## src/rtl/clkgen_multi.sv

```systemverilog
// Multi-channel fractional clock-enable generator: each channel emits freq ticks
// per fref clocks on average, with per-channel stall and deferred-tick catch-up.
module clkgen_multi #(
  parameter int CHANNELS = 3,
  parameter int ACC_W    = 16,
  parameter int PEND_W   = 4,
  parameter int DEF_FREQ = 7,
  parameter int DEF_FREF = 50,
  localparam int SEL_W   = (CHANNELS > 1) ? $clog2(CHANNELS) : 1
) (
  input  logic                clock,
  input  logic                reset,
  input  logic                cfg_we,
  input  logic [SEL_W-1:0]    cfg_sel,
  input  logic [ACC_W-1:0]    cfg_freq,
  input  logic [ACC_W-1:0]    cfg_fref,
  input  logic [CHANNELS-1:0] enable,
  input  logic [CHANNELS-1:0] stall,
  input  logic                ovr_clr,
  output logic [CHANNELS-1:0] tick,
  output logic [CHANNELS-1:0] cfg_err,
  output logic [CHANNELS-1:0] overrun
);

  localparam logic [ACC_W-1:0] DEF_FREQ_V = ACC_W'(DEF_FREQ);
  localparam logic [ACC_W-1:0] DEF_FREF_V = ACC_W'(DEF_FREF);

  function automatic logic cfg_invalid(input logic [ACC_W-1:0] f, input logic [ACC_W-1:0] r);
    return (r == {ACC_W{1'b0}}) || (f > r);
  endfunction

  logic [ACC_W-1:0]    freq_r    [CHANNELS];
  logic [ACC_W-1:0]    fref_r    [CHANNELS];
  logic [ACC_W-1:0]    acc_r     [CHANNELS];
  logic [PEND_W-1:0]   pend_r    [CHANNELS];
  logic [ACC_W:0]      sum_s     [CHANNELS];
  logic [ACC_W-1:0]    acc_nxt_s [CHANNELS];
  logic [CHANNELS-1:0] raw_s, hit_s, run_s, lose_s, pend_nz_s, pend_max_s;
  logic [CHANNELS-1:0] tick_r, err_r, ovr_r;

  // Per-channel accumulator step and control decode.
  always_comb begin
    for (int c = 0; c < CHANNELS; c++) begin
      sum_s[c]      = {1'b0, acc_r[c]} + {1'b0, freq_r[c]};
      raw_s[c]      = (sum_s[c] >= {1'b0, fref_r[c]});
      acc_nxt_s[c]  = raw_s[c] ? ACC_W'(sum_s[c] - {1'b0, fref_r[c]}) : ACC_W'(sum_s[c]);
      pend_nz_s[c]  = (pend_r[c] != {PEND_W{1'b0}});
      pend_max_s[c] = (pend_r[c] == {PEND_W{1'b1}});
      hit_s[c]      = cfg_we && (cfg_sel == SEL_W'(c));
      run_s[c]      = enable[c] && !err_r[c] && !hit_s[c];
      // A tick is lost only when it must be deferred into an already full counter.
      lose_s[c]     = run_s[c] && stall[c] && raw_s[c] && pend_max_s[c];
    end
  end

  // Channel state, registered tick and sticky overrun.
  always_ff @(posedge clock) begin
    for (int c = 0; c < CHANNELS; c++) begin
      if (reset) begin
        freq_r[c] <= DEF_FREQ_V;
        fref_r[c] <= DEF_FREF_V;
        acc_r[c]  <= {ACC_W{1'b0}};
        pend_r[c] <= {PEND_W{1'b0}};
        tick_r[c] <= 1'b0;
        err_r[c]  <= cfg_invalid(DEF_FREQ_V, DEF_FREF_V);
        ovr_r[c]  <= 1'b0;
      end else begin
        if (hit_s[c]) begin
          freq_r[c] <= cfg_freq;
          fref_r[c] <= cfg_fref;
          acc_r[c]  <= {ACC_W{1'b0}};
          pend_r[c] <= {PEND_W{1'b0}};
          tick_r[c] <= 1'b0;
          err_r[c]  <= cfg_invalid(cfg_freq, cfg_fref);
        end else if (err_r[c]) begin
          acc_r[c]  <= {ACC_W{1'b0}};
          pend_r[c] <= {PEND_W{1'b0}};
          tick_r[c] <= 1'b0;
        end else if (!enable[c]) begin
          tick_r[c] <= 1'b0;
        end else begin
          acc_r[c] <= acc_nxt_s[c];
          if (stall[c]) begin
            tick_r[c] <= 1'b0;
            if (raw_s[c] && !pend_max_s[c]) begin
              pend_r[c] <= pend_r[c] + PEND_W'(1);
            end
          end else begin
            tick_r[c] <= raw_s[c] || pend_nz_s[c];
            if (pend_nz_s[c] && !raw_s[c]) begin
              pend_r[c] <= pend_r[c] - PEND_W'(1);
            end
          end
        end
        ovr_r[c] <= lose_s[c] || (ovr_r[c] && !ovr_clr);
      end
    end
  end

  assign tick    = tick_r;
  assign cfg_err = err_r;
  assign overrun = ovr_r;

endmodule

```

## config.mk

```make
export PLATFORM = sky130hd
export DESIGN_NAME = clkgen_multi
export DESIGN_NICKNAME = d
export VERILOG_FILES = /design/src/rtl/clkgen_multi.sv
export SDC_FILE = /design/constraint.sdc
export NUM_CORES = 1
export LEC_CHECK = 0
export CORE_MARGIN = 10
export CORE_UTILIZATION = 50
export DETAILED_ROUTE_END_ITERATION = 10
export PLACE_DENSITY = 0.67
export SLEW_MARGIN = 0
export SYNTH_ARGS = -nofsm -noshare
export SYNTH_HDL_FRONTEND = slang
export SYNTH_SLANG_ARGS = --single-unit
export TNS_END_PERCENT = 1
```

## constraint.sdc

```tcl
create_clock -name clock -period 5.3 [get_ports clock]
set_clock_uncertainty 0.05 [all_clocks]
set_input_delay 1.06 -clock clock [delete_from_list [all_inputs] [get_ports clock]]
set_output_delay 1.06 -clock clock [all_outputs]
set_load 0.03 [all_outputs]
```

==> impl_metrics.toml <==
[outcome]
status = "complete, no violations"

[placed_design]
gp_routability_congestion = 0.8916
dpl.hpwl_um = 22180
pre_cts_ws_ns = 0.3702
numPortBuffers = 52

[synth]
postSynthCellCount = 1191
yosys_warnings = 0
synth-adder-area-share_pct = 13.70
synth_top_family_by_area = "simple AND/OR/NAND/NOR gates"
yosys.area.top_type = "edfxtp_1"
synth-xor-area-share_pct = 5.788
synth.area.mux_share_pct = 1.815
yosysTopAreaCellShare_pct = 40.21
avgSynthCellArea_um2 = 9.783
synth_simple_gate_area_share_pct = 17.63
synth.top_cells.by_area = "edfxtp_1 40%, ha_1 13%, xnor2_1 4.2%"
async_flop_share_pct = 0
synth_edf_count = 156
synth_compound_area_share_pct = 14.87
synth.distinct_cells = 71
ys_ff_latch = 165
netlist_area_um2 = 11650
ys.flop_type = "edfxtp_1"
syn-num-nets = 1359
yosysSeqAreaShare_pct = 41.75

[sta]
finalCritPeriodShare_pct = 92.30
drv_slew = 0
timing.final.crit_period_ns = 4.892
worst_pin_slew_ns = 0.9565
rsz0062_at_grt = "no"
hold_viol = 0
slew-limit-headroom_pct = 36.23
timing.final.ws_setup_ns = 0.4081
setup_violations = 0
fmax_mhz = 204.4
final.setup.tns_ns = 0

[setup_path]
arrival_ns = 5.02
cp-startpoint = "freq_r[1][0]"
path_buf_inv = 1
cp_top_family = "compound AO/OA/AOI/OAI gates"
path_cells = "ha_1 -> fa_1 -> a211oi_1 -> o211a_1 -> o211ai_1 -> a31o_2 -> a21oi_1 -> xnor2_1 -> ha_1 -> nand4_1 -> nor4_1 -> nor3_1 -> o311a_1 -> nor2b_2 -> buf_4 -> nor2_1 -> a21oi_1 -> nor2_1"
rr_startpoint = "freq_r[1][0]"
critical_path_peak_fanout = 13
end_kind = "flip-flop"
crit_required_ns = 5.43
slowest_delay_ns = 0.46
start_kind = "flip-flop"
path_class = "flip-flop to flip-flop"
critPathSlowestCell = "nor2b_2"

[layout]
fillers = 1986
num_antenna_cells = 0
area_growth_syn_to_layout_pct = 12.96
nNetsFinal = 1419
drive_gt1_share_pct = 4.909

[clocking]
cts_tree = "yes"
cts_inserted_buffers = 17
htree_levels = 4
cts_root_buf = "clkbuf_16"
ctsHoldBuffers = 0
cts_buffer_depth = 2
clk_pin_slew_ns = 0.06
insertion_delay_ns = 0.43
clock_sinks = 165

[route]
drtAntennaViolNets = 0
drt-initial-drc-count = 720
wire_per_inst_um = 18.69
drc = 0
dr.pass1.iters = 5
wl_um = 29450
viasPerCell = 5.749
dr_total_vias = 9061

[grt]
grt_max_degree = 42
overflow = 0
grt_pass1_wl_um = 46750
first_global_vias = 8801
track_usage_pct = 19.38
antenna_found_initial = 1

[floorplanning]
die_area_um2 = 29810
ios = 53
die_w_um = 172.7
start_util_pct = 51.15
dieHeight_um = 172.7
core_area_um2 = 22780
rows = 55

[pwr]
ir_worst_vdd_uv = 279.7
power-per-cell-area_nw_per_um2 = 589.4
p_leak_nw = 5.487

[worst_hold_path]
hold_class = "flip-flop to flip-flop"
hp-start = "overrun[0]"

[run]
maxCapViolations = 0
==> cell usage after synthesis, drive strengths merged (12+ instances only) <==
cell type,number
a211oi,21
a21o,32
a21oi,81
and2,46
clkbuf,17
edfxtp,156
ha,118
inv,100
mux2i,20
nand2,55
nand2b,14
nand3,24
nand4,14
nor2,126
nor2b,14
nor3,64
o21a,13
o21ai,49
o21bai,12
or3,15
xnor2,56
xor2,21
==> timing repair <==
action | 4_1_cts | 5_1_grt
endpoints found under the setup margin | 0 | 20
setup buffers | 0 | 0
hold endpoints to repair | 0 | 0
resized for setup | 0 | 1
==> kinds of logic (layout without fill, tap and decap cells) <==
group           count (synthesis)  after routing
xor+xnor                       77             77
buf+inv                       128            200
compound gates                267            267
mux                            21             21
flops                         165            165
fa+ha+maj                     124            124
simple gates                  409            409
==> final cells by class <==
class                           count  area, um^2  area share [%]
Tap cell                          313       391.6           2.976
Timing Repair Buffer               69       643.1           4.886
Clock buffer                       23       478.0           3.632
Clock inverter                      8       123.9          0.9412
Multi-Input combinational cell    898        6285           47.75
Inverter                          100       375.4           2.852
Sequential cell                   165        4865           36.96
==> sequential cells by signal, indices dropped and copies added, names as in the netlist <==
signal / count
acc_r: 48
fref_r: 48
freq_r: 48
pend_r: 12
cfg_err: 3
overrun: 3
tick: 3
==> worst reg2reg max path, delay by kind of cell, from the launching register on <==
family,cells,cell delay (ns)
compound gates,7,1.74
simple gates,6,0.93
flops,1,0.38
fa+ha+maj,3,1.02
xor+xnor,1,0.21
buf+inv,1,0.30
==> worst paths after layout <==
path	endpoint	slack (ns)	depth (start not counted)
setup reg to reg	acc_r[1][5]	0.41	18
hold / removal	overrun[0]	0.45	2
hold reg to reg	overrun[0]	0.45	2
setup / recovery	acc_r[1][5]	0.41	18
==> routing by layer <==
layer  GRT usage (%)  vias up  part of all wire, %
met5               0        -                0.041
met4           6.540        2                  2.3
met3           3.638       50                  6.0
met2           30.21      299                   45
met1           26.50     4248                   47
li1                -     4462                    -
==> cell usage in the layout (no fill, tap or decap), types with 6 or more instances in the layout <==
cell type	count
a211oi_1	20
a21o_1	32
a21oi_1	80
a31oi_1	11
and2_1	46
and3_1	7
buf_4	17
clkbuf_16	17
clkdlybuf4s50_1	51
dfxtp_1	9
edfxtp_1	156
fa_1	6
ha_1	118
inv_1	100
mux2i_1	20
nand2_1	55
nand2b_1	14
nand3_1	24
nand4_1	14
nor2_1	126
nor2b_1	13
nor3_1	62
nor4_1	7
o211ai_1	6
o21a_1	13
o21ai_0	45
o21bai_1	12
or2_2	6
or3_1	14
xnor2_1	56
xor2_1	21
==> power by group <==
| group | internal (mW) | total, mW | switching (mW) |
|---|---|---|---|
| sequential | 1.71 | 1.82 | 0.113 |
| combinational | 1.99 | 4.63 | 2.64 |
| clock | 0.777 | 1.30 | 0.522 |
| total | 4.48 | 7.76 | 3.28 |
==> metrics by stage <==
stage	util, %	instance area [um^2]	hold slack (ns)	instances	power (mW)
after global placement	55.12	12550	0.4299	1545	6.346
after global routing	57.78	13160	0.4648	1576	8.394
after detailed placement	55.12	12550	0.4355	1545	6.399
final	57.78	13160	0.4493	1576	7.757
after CTS	57.76	13160	0.4510	1576	7.721
after floorplan	-	11650	0.5569	1191	5.557
Note: power is estimated with default switching activity, not from simulation.
